<file path="src/rtl/ldpc_encoder_pkg.sv">
// ---------------------------------------------------------------------------
// ldpc_encoder_pkg
// Shared definitions for the LDPC encoder back end: the default frame
// geometry used by the delay FIFO, the parity calculator and the codeword
// assembler, the assembler state encoding, and a small elaboration helper.
// No ports (package).
// ---------------------------------------------------------------------------
package ldpc_encoder_pkg;

  // Default frame geometry shared by the encoder stages.
  localparam int LDPC_WIDTH      = 8;
  localparam int LDPC_SYS_WORDS  = 64;
  localparam int LDPC_PAR_WORDS  = 32;
  localparam int LDPC_PUNC_WORDS = 2;

  typedef enum logic [1:0] {
    ST_INIT = 2'd0,
    ST_SYS  = 2'd1,
    ST_PAR  = 2'd2
  } ldpc_asm_state_t;

  function automatic int max_int(input int a, input int b);
    return (a > b) ? a : b;
  endfunction

endpackage

</file>
<file path="src/rtl/ldpc_out_slice.sv">
// ---------------------------------------------------------------------------
// ldpc_out_slice
// One-entry registered valid/ready output stage. Holds the codeword word,
// its valid and its last flag, and tells the producer whether a new word
// can be loaded this cycle.
//
// Ports:
//   i_clock      rising-edge clock
//   i_reset      synchronous active-high reset (clears valid, data, last)
//   i_load       load i_load_data / i_load_last into the register this cycle
//   i_load_data  word to load
//   i_load_last  last-word flag to load
//   i_out_ready  downstream accept
//   o_slot_free  register empty or being drained this cycle
//   o_out_data   registered codeword word
//   o_out_valid  registered valid
//   o_out_last   registered last-word flag
// ---------------------------------------------------------------------------
module ldpc_out_slice
  import ldpc_encoder_pkg::*;
#(
  parameter int WIDTH = LDPC_WIDTH
) (
  input  logic             i_clock,
  input  logic             i_reset,
  input  logic             i_load,
  input  logic [WIDTH-1:0] i_load_data,
  input  logic             i_load_last,
  input  logic             i_out_ready,
  output logic             o_slot_free,
  output logic [WIDTH-1:0] o_out_data,
  output logic             o_out_valid,
  output logic             o_out_last
);

  logic [WIDTH-1:0] data_q, data_d;
  logic             valid_q, valid_d;
  logic             last_q, last_d;

  always_comb begin
    data_d  = data_q;
    valid_d = valid_q;
    last_d  = last_q;
    if (i_load) begin
      data_d  = i_load_data;
      valid_d = 1'b1;
      last_d  = i_load_last;
    end else if (valid_q && i_out_ready) begin
      // Drained with no replacement: drop valid and do not leave a stale
      // last flag behind on the idle register.
      valid_d = 1'b0;
      last_d  = 1'b0;
    end
  end

  always_ff @(posedge i_clock) begin
    if (i_reset) begin
      data_q  <= '0;
      valid_q <= 1'b0;
      last_q  <= 1'b0;
    end else begin
      data_q  <= data_d;
      valid_q <= valid_d;
      last_q  <= last_d;
    end
  end

  assign o_slot_free = !valid_q || i_out_ready;
  assign o_out_data  = data_q;
  assign o_out_valid = valid_q;
  assign o_out_last  = last_q;

endmodule

</file>
<file path="src/rtl/ldpc_codeword_assembler.sv">
// ---------------------------------------------------------------------------
// ldpc_codeword_assembler
// Final LDPC encoder stage. For every frame it takes SYS_WORDS systematic
// words from the delay FIFO, then PAR_WORDS parity words from the parity
// path, and forwards them as one contiguous codeword stream with a
// last-word flag through a single registered valid/ready output.
//
// Optional build macro: LDPC_ASM_PUNCTURE_EN
//   When defined, the first PUNC_WORDS systematic words of each frame are
//   consumed from the FIFO but never emitted.
//
// Ports:
//   i_clock      rising-edge clock
//   i_reset      synchronous active-high reset
//   i_sys_data   systematic word       i_sys_valid / o_sys_ready handshake
//   i_par_data   parity word           i_par_valid / o_par_ready handshake
//   o_out_data   codeword word         o_out_valid / i_out_ready handshake
//   o_out_last   high with the final parity word of each frame
// ---------------------------------------------------------------------------
module ldpc_codeword_assembler
  import ldpc_encoder_pkg::*;
#(
  parameter int WIDTH      = LDPC_WIDTH,
  parameter int SYS_WORDS  = LDPC_SYS_WORDS,
  parameter int PAR_WORDS  = LDPC_PAR_WORDS,
  parameter int PUNC_WORDS = LDPC_PUNC_WORDS
) (
  input  logic             i_clock,
  input  logic             i_reset,
  input  logic [WIDTH-1:0] i_sys_data,
  input  logic             i_sys_valid,
  output logic             o_sys_ready,
  input  logic [WIDTH-1:0] i_par_data,
  input  logic             i_par_valid,
  output logic             o_par_ready,
  output logic [WIDTH-1:0] o_out_data,
  output logic             o_out_valid,
  output logic             o_out_last,
  input  logic             i_out_ready
);

  localparam int CNT_W = $clog2(max_int(SYS_WORDS, PAR_WORDS));
  localparam logic [CNT_W-1:0] SYS_LAST = CNT_W'(SYS_WORDS - 1);
  localparam logic [CNT_W-1:0] PAR_LAST = CNT_W'(PAR_WORDS - 1);

  if (SYS_WORDS < 2) begin : g_chk_sys
    $error("ldpc_codeword_assembler: SYS_WORDS must be >= 2");
  end
  if (PAR_WORDS < 1) begin : g_chk_par
    $error("ldpc_codeword_assembler: PAR_WORDS must be >= 1");
  end

`ifdef LDPC_ASM_PUNCTURE_EN
  if (SYS_WORDS <= PUNC_WORDS) begin : g_chk_punc
    $error("ldpc_codeword_assembler: SYS_WORDS must exceed PUNC_WORDS");
  end
  if (PUNC_WORDS < 0) begin : g_chk_punc_neg
    $error("ldpc_codeword_assembler: PUNC_WORDS must be >= 0");
  end
  localparam int DROP_WORDS = PUNC_WORDS;
`else
  // Puncturing compiled out: PUNC_WORDS has no effect on this build.
  localparam int DROP_WORDS = 0 * PUNC_WORDS;
`endif

  ldpc_asm_state_t  state_q, state_d;
  logic [CNT_W-1:0] cnt_q, cnt_d;

  logic             slot_free;
  logic             punc_phase;
  logic             sys_ready, par_ready;
  logic             sys_acc, par_acc;
  logic             load;
  logic [WIDTH-1:0] load_data;
  logic             load_last;

  // Dropped words need no output slot, so they are taken even while the
  // output register is stalled.
  assign punc_phase = (state_q == ST_SYS) && (int'(cnt_q) < DROP_WORDS);

  // State and word-counter registers.
  always_ff @(posedge i_clock) begin
    if (i_reset) begin
      state_q <= ST_INIT;
      cnt_q   <= '0;
    end else begin
      state_q <= state_d;
      cnt_q   <= cnt_d;
    end
  end

  // Next state and counter.
  always_comb begin
    state_d = state_q;
    cnt_d   = cnt_q;
    case (state_q)
      ST_INIT: begin
        state_d = ST_SYS;
        cnt_d   = '0;
      end
      ST_SYS: begin
        if (sys_acc) begin
          if (cnt_q == SYS_LAST) begin
            cnt_d   = '0;
            state_d = ST_PAR;
          end else begin
            cnt_d = cnt_q + 1'b1;
          end
        end
      end
      ST_PAR: begin
        if (par_acc) begin
          if (cnt_q == PAR_LAST) begin
            cnt_d   = '0;
            state_d = ST_SYS;
          end else begin
            cnt_d = cnt_q + 1'b1;
          end
        end
      end
      default: begin
        state_d = ST_INIT;
        cnt_d   = '0;
      end
    endcase
  end

  // Readies, accepts and output-register load.
  always_comb begin
    sys_ready = 1'b0;
    par_ready = 1'b0;
    case (state_q)
      ST_SYS:  sys_ready = slot_free || punc_phase;
      ST_PAR:  par_ready = slot_free;
      default: ;
    endcase

    sys_acc = sys_ready && i_sys_valid;
    par_acc = par_ready && i_par_valid;

    load      = 1'b0;
    load_data = i_sys_data;
    load_last = 1'b0;
    if (par_acc) begin
      load      = 1'b1;
      load_data = i_par_data;
      load_last = (cnt_q == PAR_LAST);
    end else if (sys_acc && !punc_phase) begin
      load = 1'b1;
    end
  end

  assign o_sys_ready = sys_ready;
  assign o_par_ready = par_ready;

  // Output register stage.
  ldpc_out_slice #(
    .WIDTH (WIDTH)
  ) u_out_slice (
    .i_clock     (i_clock),
    .i_reset     (i_reset),
    .i_load      (load),
    .i_load_data (load_data),
    .i_load_last (load_last),
    .i_out_ready (i_out_ready),
    .o_slot_free (slot_free),
    .o_out_data  (o_out_data),
    .o_out_valid (o_out_valid),
    .o_out_last  (o_out_last)
  );

endmodule

</file>
<file path="config.mk">
export PLATFORM = sky130hd
export DESIGN_NAME = ldpc_codeword_assembler
export DESIGN_NICKNAME = d
export VERILOG_FILES = /design/src/rtl/ldpc_encoder_pkg.sv /design/src/rtl/ldpc_out_slice.sv /design/src/rtl/ldpc_codeword_assembler.sv
export SDC_FILE = /design/constraint.sdc
export NUM_CORES = 1
export LEC_CHECK = 0
export ABC_AREA = 1
export BUFFER_PORTS_ARGS = -buffer_cell sky130_fd_sc_hd__buf_2
export CAP_MARGIN = 10
export CORE_MARGIN = 3
export CORE_UTILIZATION = 39
export CTS_BUF_LIST = sky130_fd_sc_hd__clkbuf_8
export CTS_CLUSTER_DIAMETER = 40
export DETAILED_ROUTE_END_ITERATION = 10
export GPL_TIMING_DRIVEN = 1
export PLACE_DENSITY = 0.63
export SLEW_MARGIN = 5
export SYNTH_ARGS = -nofsm -noshare
export SYNTH_HDL_FRONTEND = slang
export SYNTH_SLANG_ARGS = --single-unit
</file>
<file path="constraint.sdc">
create_clock -name i_clock -period 2.76 [get_ports i_clock]
set_clock_uncertainty 0.15 [all_clocks]
set_input_delay 0 -clock i_clock [delete_from_list [all_inputs] [get_ports i_clock]]
set_output_delay 0 -clock i_clock [all_outputs]
set_load 0.02 [all_outputs]
</file>
## Word-level counts from Yosys, hierarchy flattened

Index checks and enable logic that the tools add are counted.

- Muxes and demuxes: 19
- Add/sub/neg operators: 1
- Eq/ne operators: 8
- Reduce and logical (&&, ||, !) cells: 9

Operators with widths:

| cell | number |
|---|---|
| 6-bit 2-to-1 mux | 4 |
| 6-bit one-hot mux with 2 select lines | 1 |
| 1-bit 2-to-1 mux | 8 |
| 2-bit 2-to-1 mux | 4 |
| 8-bit 2-to-1 mux | 1 |
| 6-bit by 1-bit adder with 6-bit output, second input constant | 1 |
| 6-bit by 5-bit equality test with 1-bit output, second input constant | 1 |
| 6-bit equality test, second input constant | 1 |
| 2-bit inequality test, second input constant | 3 |
| 2-bit one-hot mux with 3 select lines | 1 |
| 4-bit AND reduction | 1 |
| 1-bit logical AND | 3 |
| 2-bit by 1-bit equality test with 1-bit output, second input constant | 1 |
| 2-bit equality test, second input constant | 1 |
| 2-bit zero test | 1 |
| 2-bit by 1-bit inequality test with 1-bit output, second input constant | 1 |
| 2-bit AND reduction | 1 |
| 2-bit nonzero test | 1 |
| 1-bit zero test | 1 |
| 1-bit logical OR | 1 |

- Flip-flop bits (word level): 18
- Input port bits: 21
- Output and inout port bits: 12
- Logic and storage cells: 42

## Depth between registers and ports, before layout

- Depth in word-level cells: 7
- Gate-level depth with buffers: 10
- Depth with buffers taken out: 10

## Hierarchy

From an unflattened synthesis, not the netlist that was laid out.

- Cells, all modules: 137
- Area total of the unflattened synthesis: 1,037.2 µm²

Modules (own cells, without submodules):

| module | cells an instance | area each (µm²) | seq. area each (µm²) | times used |
|---|---|---|---|---|
| ldpc_codeword_assembler | 91 | 666.9 | 160.2 | 1 |
| ldpc_out_slice | 46 | 370.4 | 200.2 | 1 |

## Worst setup path before layout

No wires, ideal clock.

- Path kind: reg-to-reg
- Start: reg state_q[1]
- End: reg u_out_slice.data_q[0], in the netlist u_out_slice.o_out_data[0]
- Arrival time: 1.344 ns
- Stages on the path, launching flop included: 10
- Setup slack: 1.133 ns
- Clock period less this slack: 1.627 ns
- Data required time: 2.476 ns
- Path through: dfxtp_1 > inv_1 > ha_1 > inv_1 > nor2_2 > nand2_1 > nand2_2 > clkinv_2 > nand2_1 > a21oi_1

- Word-level cells in the longest chain between the ends: 5
- Elaborated cells on any way between the ends: 9
- Classes of those cells: eq/ne (2); mux (5); reduce/logical (2)

RTL lines:

| what | RTL line | text |
|---|---|---|
| from (decl) | ldpc_codeword_assembler.sv:66 | `ldpc_asm_state_t state_q, state_d;` |
| from (signal assigned) | ldpc_codeword_assembler.sv:87 | `state_q <= state_d;` |
| 2-bit by 1-bit equality test with 1-bit output | ldpc_codeword_assembler.sv:132 | `case (state_q)` |
| 1-bit 2-to-1 mux | ldpc_codeword_assembler.sv:132 |  |
| net o_sys_ready | ldpc_codeword_assembler.sv:32 | `output logic o_sys_ready,` |
| 1-bit logical AND | ldpc_codeword_assembler.sv:138 | `sys_acc = sys_ready && i_sys_valid;` |
| 1-bit 2-to-1 mux | ldpc_codeword_assembler.sv:148 | `end else if (sys_acc && !punc_phase) begin` |
| 1-bit 2-to-1 mux | ldpc_codeword_assembler.sv:144 | `if (par_acc) begin` |
| to (signal assigned) | ldpc_out_slice.sv:62 | `data_q <= data_d;` |
| to (decl) | ldpc_out_slice.sv:36 | `logic [WIDTH-1:0] data_q, data_d;` |

The timed path passes the listed nets, and every way through them passes these cells.
A chain may end at the register's enable or synchronous reset.

## Worst setup path after layout

- Start: reg state_q[0]
- End: reg u_out_slice.last_q, in the netlist u_out_slice.o_out_last

- Word-level cells in the longest chain between the ends: 6
- Elaborated cells on any way between the ends: 11
- Classes of those cells: eq/ne (2); mux (6); reduce/logical (3)

RTL lines:

| what | RTL line | text |
|---|---|---|
| 2-bit by 1-bit equality test with 1-bit output | ldpc_codeword_assembler.sv:132 |  |
| 1-bit 2-to-1 mux | ldpc_codeword_assembler.sv:132 |  |
| 1-bit logical AND | ldpc_codeword_assembler.sv:138 |  |
| 1-bit 2-to-1 mux | ldpc_codeword_assembler.sv:148 |  |
| 1-bit 2-to-1 mux | ldpc_codeword_assembler.sv:144 |  |
| 1-bit 2-to-1 mux / 2-bit nonzero test (equally long branches) | - |  |
| to (signal assigned) | ldpc_out_slice.sv:64 | `last_q <= last_d;` |
| to (decl) | ldpc_out_slice.sv:38 | `logic last_q, last_d;` |

Several ways; a longest one is shown, not always the timed one.

==> impl_results.md <==
- Startpoint Class: flip-flop
- Post-route setup TNS: 0 ns
- Seq/Total Area, Yosys: 34.9%
- Die width: 57.4 um
- Number of synthesized register bits: 18
- DR vias/cell: 4.67
- IO Pins: 33
- Tcrit/Tclk final: 86.3%
- Max Root-Sink Buffers: 2
- Arr. time, crit path: 2.37 ns
- Run status: finished clean
- P&R area growth vs syn: 41.2%
- Setup violators final: 0
- Count of different cell masters after synthesis: 25
- Detailed Routing Iterations Pass 1: 4
- CTS sink cnt: 18
- Leakage Power: 0.687 nW
- DRC viols: 0
- # nets final: 229
- # H-tree levels: 1
- Worst Path Max Fanout: 19
- Routed len/inst: 10.9 um
- Initial antenna violation count: 0
- Min-Delay Path Class: primary input to flip-flop
- Crit path max-delay cell type: dlygate4sd3_1
- Vias: 1084
- Chip height: 57.4 um
- Crit-path cells: inv_1, ha_1, nand3_4, nand2_2, clkinv_2, nand3_2, a21oi_2, dlygate4sd3_1
- Synth Area per Inst: 6.88 um2
- Grt ovf: 0
- Setup bufs post-CTS: 0
- Vias in the first global route: 1013
- Relative slew slack: 84.0%
- CORE AREA: 0.00250 mm2
- Worst hold margin: 0.0221 ns
- Effective utilization at floorplan: 41.3%
- RSZ-0062 raised after global routing: no
- Placed Instances: 210
- Post-cts repair resize count: 0
- N_diodes: 0
- Tmin final: 2.38 ns
- Hpwl dp: 1800 um
- Ys Warns: 0
- Power per Cell Area: 739 mW/mm2
- Synthesized area: 0.00103 mm2
- Crit-path leading delay family: buffers and inverters
- Non-Filler Instances: 232
- Clock slew at reported path FFs: 0.07 ns
- Iter 0 DRT Violations: 17
- WP buf/inv: 3
- Worst-skew pair later-pin latency: 0.25 ns
- Cell Rows: 18
- Syn_nets: 176
- IR drop worst, VDD: 0.417 mV
- CTS Buf Count: 3
- Port-buffer cells: 32
- Antenna Nets Post-Route: 0
- Worst setup EP type: flip-flop
- Routed WL: 2540 um
- Worst path required time: 2.75 ns
- Routability Congestion: 0.816
- Final Hold Viols: 0
- Slew @ Worst Pin: 0.238 ns
- Mapped Cells: 150
- CTS Root Cell: clkbuf_8
- Max-Cap Viols: 0
- Fmax achieved: 420 MHz
- Share of layout cells above drive strength 1: 24.8%
- Global Route Usage Sum: 16.3%
- CTS tree: built
- Die outline area: 0.00330 mm2
- Global-route wire length before repair: 4260 um
- Count of pins over their slew limit: 0
- CP peak stage delay: 0.55 ns
- Largest net degree at the start of global routing: 20
- Setup CP Type: flip-flop to flip-flop
-- worst min-delay path: stages --
cell and delay (ns):
buf_2 0.12, nor2_2 0.07, o21ai_0 0.15, inv_1 0.04
-- worst paths after layout --
kind	startpoint	end	slack (ns)	cells past startpoint
worst min-delay path	i_out_ready	u_out_slice.o_out_valid	0.02	4
worst max register to register	state_q[0]	u_out_slice.o_out_last	0.38	8
worst max-delay path	state_q[0]	u_out_slice.o_out_last	0.38	8
worst min register to register	u_out_slice.o_out_data[5]	u_out_slice.o_out_data[5]	0.31	2
-- layout make-up --
class	instances	area, um2
clock buffer	4	55.1
fill	231	1040
inverter	26	98.8
multi-input combinational	104	566
sequential	18	360
tap	30	37.5
timing repair buffer	50	340
-- logic make-up (layout without fill, tap and decap cells) --
| family | count (synthesis) | count (layout) | share of synthesized area [%] |
|---|---|---|---|
| compound gates | 27 | 27 | 16.5 |
| xor+xnor | 1 | 1 | 0.849 |
| simple gates | 71 | 71 | 31.4 |
| buf+inv | 28 | 80 | 10.3 |
| flops | 18 | 18 | 34.9 |
| fa+ha+maj | 5 | 5 | 6.06 |
-- registers in the layout (all words and copies together), names as in the netlist --
signal	flops
cnt_q	6
state_q	2
u_out_slice.o_out_valid	1
u_out_slice.o_out_last	1
u_out_slice.o_out_data	8
-- cells in the final DEF (no fill, tap or decap), types with 2 or more instances in the layout --
cell type,n
nor2_1,10
nand3_1,5
o211ai_1,9
dlygate4sd3_1,18
dfxtp_1,18
a21oi_1,11
nand2_2,3
inv_1,23
o21ai_0,4
inv_2,2
nor2_2,3
clkbuf_8,4
ha_1,5
nand2_1,43
buf_2,32
-- metrics by stage --
stage | power [W] | setup slack, ns | instance area, um2 | utilization, %
finish | 0.00108 | 0.378 | 1460 | 58.3
global route | 0.00116 | 0.199 | 1460 | 58.3
CTS | 0.00108 | 0.376 | 1460 | 58.3
detailed placement | 0.000825 | 0.922 | 1220 | 48.9
global placement | 0.000819 | 0.982 | 1220 | 48.9
floorplan | 0.000704 | 1.13 | 1030 | -
-- per-layer routing --
metal	GRT usage, %	wire, um	vias to the layer above
li1	-	-	579
met1	19.3	1150	482
met2	28.9	1260	19
met3	2.26	98	4
met4	7.28	30	0
met5	0	0	-
-- synth_stat cells (all sizes together) --
| library cell | number | area [um2] |
|---|---|---|
| nor2 | 13 | 56.3 |
| xnor2 | 1 | 8.76 |
| clkbuf | 2 | 7.51 |
| o21bai | 2 | 18.8 |
| nand4 | 1 | 6.26 |
| nand2 | 47 | 191 |
| or3 | 1 | 6.26 |
| clkinv | 1 | 5.00 |
| nor3 | 1 | 5.00 |
| ha | 5 | 62.6 |
| or2 | 1 | 6.26 |
| a21oi | 12 | 63.8 |
| nand3 | 7 | 52.6 |
| inv | 25 | 93.8 |
| dfxtp | 18 | 360 |
| o21ai | 4 | 20.0 |
| o211ai | 9 | 67.6 |
-- power by group --
part           internal [W]  switching [W]  leakage, nW
sequential         0.000311      0.0000361        0.146
combinational      0.000200       0.000318        0.511
clock              0.000127      0.0000858       0.0288
total              0.000637       0.000440        0.687
-- repair_timing --
action,4_1_cts,5_1_grt
hold buffers,18,0
hold endpoints to repair,10,0
endpoints found under the setup margin,0,0
Power figures use the tool's default switching activity.
